`src/rtl/if_prefetch_buf.sv`:
```
`default_nettype none
// ============================================================================
// if_prefetch_buf : fetch PC + DEPTH-entry {pc, instr} prefetch FIFO to decode
// Option macro: IFB_MISALIGN_CHK_EN (adds misalign_err).   Rev 1.0
// ============================================================================
module if_prefetch_buf #(
    parameter int          DEPTH    = 4,
    parameter logic [31:0] RESET_PC = 32'h0000_0000
) (
    input  logic                    clk,
    input  logic                    rst_n,
    input  logic                    fetch_en,
    output logic [31:0]             im_addr,
    input  logic [31:0]             im_dout,
    input  logic                    redirect_valid,
    input  logic [31:0]             redirect_pc,
    output logic                    out_valid,
    input  logic                    out_ready,
    output logic [31:0]             out_pc,
    output logic [31:0]             out_instr,
`ifdef IFB_MISALIGN_CHK_EN
    output logic                    misalign_err,
`endif
    output logic [$clog2(DEPTH):0]  level
);

    localparam int                 c_PTR_W = $clog2(DEPTH);
    localparam logic [c_PTR_W:0]   c_FULL  = (c_PTR_W + 1)'(DEPTH);

    logic [31:0]        r_fetch_pc;
    logic [c_PTR_W-1:0] r_wr_ptr;
    logic [c_PTR_W-1:0] r_rd_ptr;
    logic [c_PTR_W:0]   r_level;
    logic [31:0]        r_pc_mem    [DEPTH];
    logic [31:0]        r_instr_mem [DEPTH];

    logic w_deq;
    logic w_enq;

    assign w_deq = out_valid & out_ready;
    // A full FIFO can still accept a word when the head leaves in the same cycle.
    assign w_enq = fetch_en & ~redirect_valid & ((r_level != c_FULL) | w_deq);

    assign im_addr   = r_fetch_pc;
    assign out_valid = (r_level != '0);
    assign out_pc    = r_pc_mem[r_rd_ptr];
    assign out_instr = r_instr_mem[r_rd_ptr];
    assign level     = r_level;

    always_ff @(posedge clk) begin
        if (!rst_n) begin
            for (int i = 0; i < DEPTH; i++) begin
                r_pc_mem[i]    <= '0;
                r_instr_mem[i] <= '0;
            end
        end else if (w_enq) begin
            r_pc_mem[r_wr_ptr]    <= r_fetch_pc;
            r_instr_mem[r_wr_ptr] <= im_dout;
        end
    end

    always_ff @(posedge clk) begin
        if (!rst_n) begin
            r_fetch_pc <= RESET_PC;
            r_wr_ptr   <= '0;
            r_rd_ptr   <= '0;
            r_level    <= '0;
        end else if (redirect_valid) begin
            // Flush wins over any handshake in this cycle.
            r_fetch_pc <= {redirect_pc[31:2], 2'b00};
            r_wr_ptr   <= '0;
            r_rd_ptr   <= '0;
            r_level    <= '0;
        end else begin
            if (w_enq) begin
                r_wr_ptr   <= r_wr_ptr + c_PTR_W'(1);
                r_fetch_pc <= r_fetch_pc + 32'd4;
            end
            if (w_deq) begin
                r_rd_ptr <= r_rd_ptr + c_PTR_W'(1);
            end
            case ({w_enq, w_deq})
                2'b10:   r_level <= r_level + (c_PTR_W + 1)'(1);
                2'b01:   r_level <= r_level - (c_PTR_W + 1)'(1);
                default: r_level <= r_level;
            endcase
        end
    end

`ifdef IFB_MISALIGN_CHK_EN
    logic r_misalign_err;

    always_ff @(posedge clk) begin
        if (!rst_n) begin
            r_misalign_err <= 1'b0;
        end else begin
            r_misalign_err <= redirect_valid & (|redirect_pc[1:0]);
        end
    end

    assign misalign_err = r_misalign_err;
`else
    logic w_unused_lsb;
    assign w_unused_lsb = |redirect_pc[1:0];
`endif

endmodule
`default_nettype wire

```
`config.mk`:
```
export PLATFORM = sky130hd
export DESIGN_NAME = if_prefetch_buf
export DESIGN_NICKNAME = d
export VERILOG_FILES = /design/src/rtl/if_prefetch_buf.sv
export SDC_FILE = /design/constraint.sdc
export NUM_CORES = 1
export LEC_CHECK = 0
export CAP_MARGIN = 20
export CORE_UTILIZATION = 50
export CTS_CLUSTER_SIZE = 28
export DETAILED_ROUTE_END_ITERATION = 10
export GPL_TIMING_DRIVEN = 0
export PLACE_DENSITY = 0.76
export SLEW_MARGIN = 5
export SYNTH_ARGS = -nofsm -noshare
export SYNTH_HDL_FRONTEND = slang
export SYNTH_SLANG_ARGS = --single-unit
```
`constraint.sdc`:
```
create_clock -name clk -period 7.79 [get_ports clk]
set_clock_uncertainty 0.15 [all_clocks]
set_input_delay 1.1685 -clock clk [delete_from_list [all_inputs] [get_ports clk]]
set_output_delay 1.1685 -clock clk [all_outputs]
set_load 0.02 [all_outputs]
```
== After elaboration in Yosys (flattened, before gate mapping) ==
Memory sizes are Yosys's and may differ from the RTL's. A register that Yosys moved wholly into a read port is not among the register bits.
Cells that the tools add are included.

* Register bits after elaboration: 39
* RAM bits: 256
* Input bits: 69
* Output and inout port bits: 100
* Logic and storage cells: 44
* Memories kept: 2

{| class="wikitable"
|+ Memory list
! memory !! words !! bits a word !! read ports !! clocked after memory_dff !! write ports !! RTL line !! RTL
|-
| r_instr_mem || 4 || 32 || 1 || 1 || 4 || 35 || <nowiki>logic [31:0] r_instr_mem [DEPTH];</nowiki>
|-
| r_pc_mem || 4 || 32 || 1 || 1 || 4 || 34 || <nowiki>logic [31:0] r_pc_mem [DEPTH];</nowiki>
|}

* Add/sub/neg operators: 5
* Equal/unequal tests: 3
* Mux-type cells: 17
* Bitwise logic cells: 6
* Reductions and logical operators: 6

{| class="wikitable"
|+ Operator list
! operator !! number
|-
| $mux W32 || 4
|-
| $reduce_or A32 Y1 || 2
|-
| $add A32 B3 Y32 const B || 1
|-
| $mux W2 || 6
|-
| $mux W1 || 6
|-
| $pmux W3 S2 || 1
|-
| $add A2 B1 Y2 const B || 2
|-
| $reduce_bool A2 Y1 || 2
|-
| $add A3 B1 Y3 const B || 1
|-
| $and A1 B1 Y1 || 3
|-
| $ne A3 B3 Y1 const B || 1
|-
| $reduce_bool A3 Y1 || 1
|-
| $sub A3 B1 Y3 const B || 1
|-
| $eq A2 B1 Y1 const B || 1
|-
| $eq A2 B2 Y1 const B || 1
|-
| $not A1 Y1 || 2
|-
| $reduce_or A2 Y1 || 1
|-
| $or A1 B1 Y1 || 1
|}

== Depth between registers and ports, before layout ==
Gate-level depths: netlist (run 1).

* Word-level depth: 9
* Mapped depth: 8
* Mapped depth without buffers: 7

== Least setup slack after synthesis (run 1) ==
No wires, ideal clock.

* Kind: input to register
* From: input port redirect_valid
* To: memory r_instr_mem[0][0], enable pin
* Arrival: 6.693 ns
* Required time: 7.067 ns
* Path slack: 0.373 ns
* Stages on the path: 7
* Path buffers: 4
* Path through: buf_6 nand2b_4 or2_1 buf_6 buf_2 buf_2 o31ai_1

{| class="wikitable"
|+ RTL lines
! item !! RTL line !! RTL
|-
| start, declared || 15 || <nowiki>input logic redirect_valid,</nowiki>
|-
| end, declared || 35 ||
|}

==> impl_metrics.py, run 1 <==
metrics = {
    "pwr": {
        "powerDensity_nw_per_um2": 216,
        "report.power.total_uw": 3490,
        "peakVddDrop_mv": 0.164,
        "power_leakage_uw": 0.00576,
    },
    "synth": {
        "synth_compound_gate_area_share_pct": 3.97,
        "seq_area_frac_synth_pct": 63.8,
        "synth_area_um2": 12900,
        "synth_top_flop_cell": "edfxtp_1",
        "synthCells": 911,
        "synth-xor-area-share_pct": 1.02,
        "synth_top_family_by_area": "simple AND/OR/NAND/NOR gates",
        "synth_edf_count": 248,
        "synth.area.mux_share_pct": 10.8,
        "synth_cell_types": 58,
        "synth_seq_cells": 287,
        "yosysWarningCount": 0,
        "synthArstFlopShare_pct": 0,
        "synth_adder_area_share_pct": 0.252,
        "synth-simple-area-share_pct": 17.1,
        "synth_area_per_cell_um2": 14.2,
    },
    "cts": {
        "root_buffer": "clkbuf_16",
        "clk_pin_slew_ns": 0.06,
        "cts_tree": "built",
        "cts_setup_buffers": 0,
        "ctsResizeCount": 0,
        "cts_buffers": 30,
        "postCtsHoldBufs": 0,
        "cts.sinks": 287,
        "htreeDepth": 1,
        "cts.path.max_buffers": 3,
        "clk_latency_ns": 0.55,
    },
    "cells_and_area": {
        "fillCellCount": 1881,
        "seq_area_um2": 8230,
        "layout.nets": 1190,
        "multi_input_area_um2": 4340,
        "final_area_um2": 16200,
        "final_layout_size_suffix_gt1_share_pct": 13.1,
        "final_common_cell": "edfxtp_1",
        "instances_no_fill": 1473,
        "insertedDiodeCount": 0,
        "area_growth_pct": 25.2,
        "final_cell_mix": "edfxtp_1, and2_1, clkdlybuf4s50_1",
    },
    "placement": {
        "dp_cells": 1417,
        "io_buffers": 161,
        "post_dp_cell_area_um2": 15200,
        "dp.final_hpwl_um": 21800,
        "dp_slack_ns": 2.97,
        "place_congestion": 0.910,
    },
    "floorplan": {
        "num_rows": 58,
        "core_um2": 25300,
        "die_x_um": 163,
        "die_h_um": 163,
        "dieArea_um2": 26400,
        "start_util_pct": 51.1,
        "ios": 169,
    },
    "worst_setup_path": {
        "startpoint_type": "primary input",
        "rr_startpoint": "level[1]$_SDFFE_PP0P_",
        "critPathMaxStageDelay_ns": 0.75,
        "cp.required_ns": 7.95,
        "crit_family": "buffers and inverters",
        "startpoint": "rst_n",
        "crit_arrival_ns": 4.52,
        "crit_type": "in -> reg",
        "crit_chain": "clkdlybuf4s50_1 -> clkbuf_1 -> clkbuf_1 -> clkbuf_1 -> o31ai_4 -> buf_8 -> buf_8 -> buf_8",
        "rrSetupSlack_ns": 4.52,
        "rr_endpoint": "r_instr_mem[1][23]$_SDFFCE_PN0P_",
        "slowest_stage": "clkbuf_1",
        "crit_path_end_kind": "flop",
        "r2r_cells": 7,
        "crit_fanout": 11,
        "crit_buf_inv": 7,
    },
    "timing": {
        "fmax_ghz": 0.229,
        "rsz0062_at_grt": "false",
        "setup_viol_count_final": 0,
        "post-route-period-util_pct": 56.0,
        "worstMarginPinSlew_ns": 0.983,
        "tns_ns": 0,
        "drv_slew": 0,
        "hold_violations": 0,
        "max_slew_margin_pct": 34.2,
        "layout_setup_ws_ns": 3.43,
        "fin_crit_ns": 4.36,
    },
    "detailed_routing": {
        "wire_per_inst_um": 21.9,
        "routed_via_density": 5.83,
        "vias": 8592,
        "drt_first_iter_violations": 856,
        "dr.pass1.iters": 5,
        "wirelength_um": 32200,
        "drc": 0,
        "postRouteAntennaNets": 0,
    },
    "grt": {
        "grt-ovfl-total": 0,
        "grt_pass1_vias": 8623,
        "antenna_found_initial": 0,
        "grt_pass1_wl_um": 49400,
        "grt_max_degree": 43,
        "grtUsageTotal_pct": 24.9,
    },
    "hold_path": {
        "hp-start": "r_rd_ptr[1]$_SDFFE_PP0P_",
        "min_path_cells": 2,
        "min_path_type": "reg -> reg",
    },
    "run": {
        "maxCapViolations": 0,
    },
    "status": {
        "status": "completed",
    },
}
==> power breakdown <==
part / internal [uW] / switching (uW)
clock network: 768 / 578
registers: 1740 / 36.6
logic: 170 / 199
==> how the worst max path moves through the flow <==
| stage | slack (ns) | end | depth (start not counted) |
|---|---|---|---|
| after floorplan | 0.37 | r_instr_mem[0][0]$_SDFFCE_PN0P_ | 7 |
| after global placement | -3.67 | r_instr_mem[0][5]$_SDFFCE_PN0P_ | 7 |
| after detailed placement | 2.97 | r_instr_mem[0][5]$_SDFFCE_PN0P_ | 8 |
| after CTS | 3.44 | out_pc[27] | 4 |
| after global routing | 3.35 | out_pc[30] | 4 |
| final | 3.43 | r_instr_mem[0][17]$_SDFFCE_PN0P_ | 8 |
==> cell usage after synthesis (4+ instances only) <==
master / number / area, um^2
edfxtp_1: 248 / 7450
and2_1: 165 / 1030
mux4_2: 62 / 1400
and3_1: 55 / 344
clkbuf_1: 51 / 191
dfxtp_1: 39 / 781
nor2_1: 33 / 124
nand2_1: 32 / 120
nor3_1: 24 / 120
a21oi_1: 17 / 85.1
nand3_1: 17 / 85.1
nor4_1: 17 / 106
inv_1: 16 / 60.1
buf_2: 14 / 70.1
o21ai_0: 12 / 60.1
xnor2_1: 11 / 96.3
nand4_1: 7 / 43.8
o221ai_1: 7 / 61.3
or3_1: 6 / 37.5
a22oi_1: 5 / 37.5
a31oi_1: 4 / 25.0
buf_4: 4 / 30.0
o311ai_0: 4 / 35.0
o31a_1: 4 / 35.0
o31ai_1: 4 / 30.0
xor2_1: 4 / 35.0
==> flip-flops by register name, summed over array words and instances, names as in the netlist, named ones only <==
register,cells
im_addr,30
r_pc_mem,120
level,3
r_instr_mem,128
r_rd_ptr,2
r_wr_ptr,2
==> layer usage <==
| metal | share of wire, % | wire length (um) | global-route usage (%) | vias to the layer above |
|---|---|---|---|---|
| met5 | 0 | 0 | 0 | - |
| met4 | 2.8 | 909 | 7.73 | 0 |
| met3 | 8.7 | 2810 | 4.07 | 76 |
| met2 | 49 | 15800 | 41.5 | 467 |
| met1 | 39 | 12700 | 33.8 | 4195 |
| li1 | - | - | - | 3854 |
==> worst min-delay path, delay by kind of cell (launching register included) <==
kind,cells,cell delay (ns)
flip-flops,1,0.33
AND/OR/NAND/NOR,1,0.10
XOR/XNOR,1,0.08
==> final cells by class <==
type                            count  area share (%)
Sequential cell                   287            50.9
Buffer                             76            2.08
Inverter                           16           0.372
Multi-Input combinational cell    535            26.9
Tap cell                          330            2.56
Timing Repair Buffer              173            11.5
Clock inverter                     15           0.573
Clock buffer                       41            5.10
==> logic make-up (layout without fill, tap and decap cells) <==
family	count (synthesis)	after routing
fa+ha+maj	2	2
buf+inv	92	321
other cells	1	4
flops	287	287
xor+xnor	15	15
mux	62	62
simple gates	376	376
compound gates	76	76
==> metrics by stage <==
stage | util, % | hold slack, ns
finish | 64.0 | 0.396
CTS | 64.0 | 0.402
global placement | 59.1 | 0.355
floorplan | - | 0.335
detailed placement | 60.3 | 0.384
global route | 64.0 | 0.449
No activity file was read; power rests on OpenSTA's default activity.
==> run 2: changes to the inputs <==
clock period = 4 ns   (was 7.79 ns; I/O delays follow)
==> impl_metrics.py, run 2 (same netlist as run 1, synthesis figures left out) <==
metrics = {
    "status": {
        "status": "completed",
    },
    "cts": {
        "cts_setup_buffers": 0,
        "clk_latency_ns": 0.54,
        "cts.sinks": 287,
        "ctsResizeCount": 0,
        "clk_pin_slew_ns": 0.06,
        "htreeDepth": 1,
        "cts_tree": "built",
        "postCtsHoldBufs": 0,
        "cts.path.max_buffers": 3,
        "cts_buffers": 29,
        "root_buffer": "clkbuf_16",
    },
    "cells_and_area": {
        "final_cell_mix": "edfxtp_1, and2_1, clkdlybuf4s50_1",
        "final_common_cell": "edfxtp_1",
        "fillCellCount": 1855,
        "final_util_pct": 63.9,
        "area_growth_pct": 25.0,
        "multi_input_area_um2": 4340,
        "insertedDiodeCount": 0,
        "seq_area_um2": 8230,
        "layout.nets": 1187,
        "top_register": "r_instr_mem",
        "final_area_um2": 16100,
        "largest_register_ffs": 128,
        "final_layout_size_suffix_gt1_share_pct": 13.4,
    },
    "pwr": {
        "powerDensity_nw_per_um2": 423,
        "peakVddDrop_mv": 0.270,
        "power_leakage_uw": 0.00575,
    },
    "worst_setup_path": {
        "startpoint_type": "primary input",
        "cp.required_ns": 4.14,
        "crit_chain": "clkdlybuf4s50_1 -> clkbuf_1 -> clkbuf_1 -> clkbuf_1 -> o21ai_4 -> buf_12 -> buf_12",
        "crit_arrival_ns": 3.91,
        "crit_top_cell": "clkbuf_1",
        "crit_path_end_kind": "flop",
        "crit_fanout": 23,
        "slowest_stage": "clkbuf_1",
        "critPathMaxStageDelay_ns": 0.74,
        "crit_buf_inv": 6,
        "crit_type": "in -> reg",
        "crit_family": "buffers and inverters",
    },
    "floorplan": {
        "die_x_um": 163,
        "start_util_pct": 51.1,
        "ios": 169,
        "die_h_um": 163,
        "num_rows": 58,
        "dieArea_um2": 26400,
        "core_um2": 25300,
    },
    "detailed_routing": {
        "drc": 0,
        "vias": 8634,
        "routed_via_density": 5.88,
        "dr.pass1.iters": 5,
        "wire_per_inst_um": 22.2,
        "wirelength_um": 32600,
        "drt_first_iter_violations": 1000,
        "postRouteAntennaNets": 0,
    },
    "placement": {
        "dp.final_hpwl_um": 21700,
        "place_congestion": 0.897,
        "post_dp_cell_area_um2": 15200,
        "io_buffers": 161,
    },
    "grt": {
        "grt_pass1_wl_um": 49900,
        "grtUsageTotal_pct": 25.2,
        "grt-ovfl-total": 0,
        "grt_max_degree": 57,
        "grt_pass1_vias": 8684,
        "antenna_found_initial": 0,
    },
    "timing": {
        "fmax_ghz": 0.265,
        "worstMarginPinSlew_ns": 0.989,
        "hold_violations": 0,
        "fin_crit_ns": 3.77,
        "rsz0062_at_grt": "false",
        "setup_viol_count_final": 0,
        "max_slew_margin_pct": 33.6,
        "drv_slew": 0,
        "post-route-period-util_pct": 94.3,
    },
    "run": {
        "maxCapViolations": 0,
    },
    "hold_path": {
        "min_path_type": "in -> reg",
    },
}
## run 2: final timing paths
kind | start | end | slack (ns) | cells past startpoint
max | rst_n | r_instr_mem[1][12]$_SDFFCE_PN0P_ | 0.23 | 7
min | redirect_valid | im_addr[11]$_SDFFE_PN0P_ | 0.23 | 3
max reg2reg | level[2]$_SDFFE_PP0P_ | r_instr_mem[1][25]$_SDFFCE_PN0P_ | 0.75 | 7
min reg2reg | r_rd_ptr[0]$_SDFFE_PP0P_ | flop | 0.38 | 2
## run 2: worst reg2reg max path: cells and delay by family, from the launching register on
| family | cells | cell delay (ns) |
|---|---|---|
| simple gates | 5 | 1.89 |
| buf+inv | 2 | 0.72 |
| flops | 1 | 0.35 |
## run 2: area by class of cell
class | count | area share, %
sequential | 287 | 51.0
clock inverter | 9 | 0.450
inverter | 16 | 0.372
buffer | 76 | 2.08
tap | 330 | 2.56
clock buffer | 44 | 5.35
multi-input combinational | 535 | 26.9
timing repair buffer | 171 | 11.3
## run 2: per-layer routing
metal | track usage (%) | wire length [um] | vias to the layer above
met2 | 42.0 | 16100 | 454
met1 | 35.0 | 13100 | 4280
li1 | - | - | 3847
met5 | 0 | 0 | -
met3 | 3.77 | 2860 | 53
met4 | 6.07 | 566 | 0
## run 2: report_power, final
part	leakage, uW	internal (uW)	total, uW	switching, uW
registers	0.00289	3390	3460	71.9
clock network	0.000465	1540	2640	1100
logic	0.00239	327	715	388
total	0.00575	5260	6820	1560
## run 2: per-stage QoR
step                setup WS, ns  instances  total power (uW)  hold WS, ns  TNS [ns]
global route               0.177       1468              7040        0.225         0
global placement           -3.69       1405              4210        0.359   -775.61
CTS                        0.300       1468              6840        0.206         0
floorplan                 -0.960        914              3860        0.335   -174.98
finish                     0.228       1468              6820        0.226         0
detailed placement        -0.257       1415              4240        0.371    -12.97
==> run 3: changes to the inputs <==
PLACE_DENSITY = not set   (was 0.76)
PLACE_DENSITY_LB_ADDON = 0.15   (was not set)
==> impl_metrics.py, run 3 (same netlist as run 1, synthesis figures left out) <==
metrics = {
    "detailed_routing": {
        "wire_per_inst_um": 22.4,
        "vias": 8533,
        "postRouteAntennaNets": 0,
        "drc": 0,
        "dr.pass1.iters": 8,
        "routed_via_density": 5.81,
        "drt_first_iter_violations": 762,
        "wirelength_um": 32800,
    },
    "timing": {
        "setup_viol_count_final": 0,
        "post-route-period-util_pct": 95.7,
        "max_slew_margin_pct": 38.4,
        "layout_setup_ws_ns": 0.172,
        "rsz0062_at_grt": "false",
        "tns_ns": 0,
        "fin_crit_ns": 3.83,
        "hold_violations": 0,
        "worstMarginPinSlew_ns": 0.924,
        "drv_slew": 0,
        "fmax_ghz": 0.261,
    },
    "worst_setup_path": {
        "crit_path_end_kind": "primary output",
        "crit_buf_inv": 3,
        "cp.required_ns": 3.25,
        "slowest_stage": "clkbuf_1",
        "crit_family": "buffers and inverters",
        "rrSetupSlack_ns": 0.78,
        "startpoint_type": "flop",
        "crit_type": "reg -> out",
        "rr_startpoint": "level[2]$_SDFFE_PP0P_",
        "r2r_cells": 8,
        "crit_top_cell": "clkbuf_1",
        "critPathMaxStageDelay_ns": 0.71,
        "crit_arrival_ns": 3.08,
        "rr_endpoint": "r_pc_mem[1][4]$_SDFFCE_PN0P_",
        "crit_chain": "clkbuf_1 -> clkbuf_1 -> mux4_2 -> clkdlybuf4s50_1",
        "crit_fanout": 10,
    },
    "cts": {
        "root_buffer": "clkbuf_16",
        "cts.path.max_buffers": 3,
        "cts_buffers": 30,
        "htreeDepth": 1,
        "postCtsHoldBufs": 0,
        "clk_pin_slew_ns": 0.06,
        "ctsResizeCount": 0,
        "clk_latency_ns": 0.56,
        "cts.sinks": 287,
        "cts_tree": "built",
        "cts_setup_buffers": 0,
    },
    "cells_and_area": {
        "fillCellCount": 1891,
        "final_common_cell": "edfxtp_1",
        "final_layout_size_suffix_gt1_share_pct": 13.1,
        "largest_register_ffs": 128,
        "final_area_um2": 16200,
        "insertedDiodeCount": 0,
        "layout.nets": 1188,
        "area_growth_pct": 25.8,
        "top_register": "r_instr_mem",
        "final_cell_mix": "edfxtp_1, and2_1, clkdlybuf4s50_1",
    },
    "grt": {
        "grtUsageTotal_pct": 25.3,
        "grt_pass1_wl_um": 49900,
        "grt-ovfl-total": 0,
        "grt_pass1_vias": 8692,
        "grt_max_degree": 56,
        "antenna_found_initial": 0,
    },
    "hold_path": {
        "hp-start": "redirect_valid",
        "min_path_cells": 3,
        "min_path_type": "in -> reg",
        "holdPathEnd": "im_addr[11]$_SDFFE_PN0P_",
    },
    "placement": {
        "place_congestion": 0.832,
        "dp.final_hpwl_um": 21800,
        "post_dp_cell_area_um2": 15200,
        "io_buffers": 161,
        "dp_slack_ns": -0.312,
    },
    "run": {
        "maxCapViolations": 0,
    },
    "floorplan": {
        "ios": 169,
        "num_rows": 58,
        "die_x_um": 163,
        "start_util_pct": 51.1,
        "core_um2": 25300,
        "dieArea_um2": 26400,
        "die_h_um": 163,
    },
    "pwr": {
        "peakVddDrop_mv": 0.312,
        "power_leakage_uw": 0.00579,
        "powerDensity_nw_per_um2": 430,
    },
    "status": {
        "status": "completed",
    },
}
-- run 3: changes by cell type in the layout (fill, tap and decap cells not counted) --
cell        previous run  this run
bufinv_16              1         2
buf_12                 4         3
buf_8                  3         1
clkbuf_1              58        57
clkbuf_16             29        32
clkbuf_8               8         5
clkinvlp_4             1         0
clkinv_1               0         6
clkinv_8               0         1
buf_16                 3         6
clkinv_2               7         2
-- run 3: worst register-to-register path, cell delays in order (launching register included) --
cell	delay, ns
dfxtp_1	0.41
nor4b_2	0.56
or2_1	0.20
buf_6	0.13
buf_2	0.28
buf_2	0.40
o21ai_4	0.32
buf_12	0.32
buf_12	0.18
-- run 3: layout make-up --
type	instances	area (um^2)	share of cell area [%]
sequential	287	8230	50.7
clock inverter	11	109	0.671
tap	330	413	2.54
timing repair buffer	171	1850	11.4
clock buffer	43	892	5.50
buffer	76	335	2.07
inverter	16	60.1	0.370
multi-input combinational	535	4340	26.7
-- run 3: report_power, final --
part           total [uW]  switching (uW)  leakage, uW  internal, uW
Sequential           3460            73.3      0.00289          3390
Combinational         719             388      0.00241           331
Clock                2790            1130     0.000490          1670
Total                6980            1590      0.00579          5390
-- run 3: per-stage QoR --
stage          std cells  util, %  hold slack [ns]  power [uW]
5_1_grt             1469     64.3            0.218        7170
6_report            1469     64.3            0.207        6980
4_1_cts             1469     64.3            0.195        7010
2_1_floorplan        914        -            0.335        3860
3_3_place_gp        1405     59.2            0.358        4220
3_5_place_dp        1415     60.3            0.379        4240
-- run 3: worst max-delay path by stage --
| stage | start | end | slack [ns] | depth (start not counted) |
|---|---|---|---|---|
| floorplan | redirect_valid | r_instr_mem[1][0]$_SDFFCE_PN0P_ | -0.96 | 7 |
| global placement | fetch_en | r_instr_mem[1][8]$_SDFFCE_PN0P_ | -3.94 | 7 |
| detailed placement | rst_n | r_pc_mem[1][4]$_SDFFCE_PN0P_ | -0.31 | 7 |
| CTS | flop | out_pc[2] | 0.15 | 4 |
| global route | flop | out_pc[10] | 0.11 | 4 |
| finish | flop | out_pc[9] | 0.17 | 4 |
-- run 3: metal layers --
metal	track usage [%]	vias to the layer above	part of all wire [%]	wire length (um)
li1	-	3857	-	-
met1	34.6	4236	41	13300
met2	42.6	389	50	16300
met3	3.31	51	7.4	2420
met4	7.22	0	2.3	754
met5	0	-	0	0
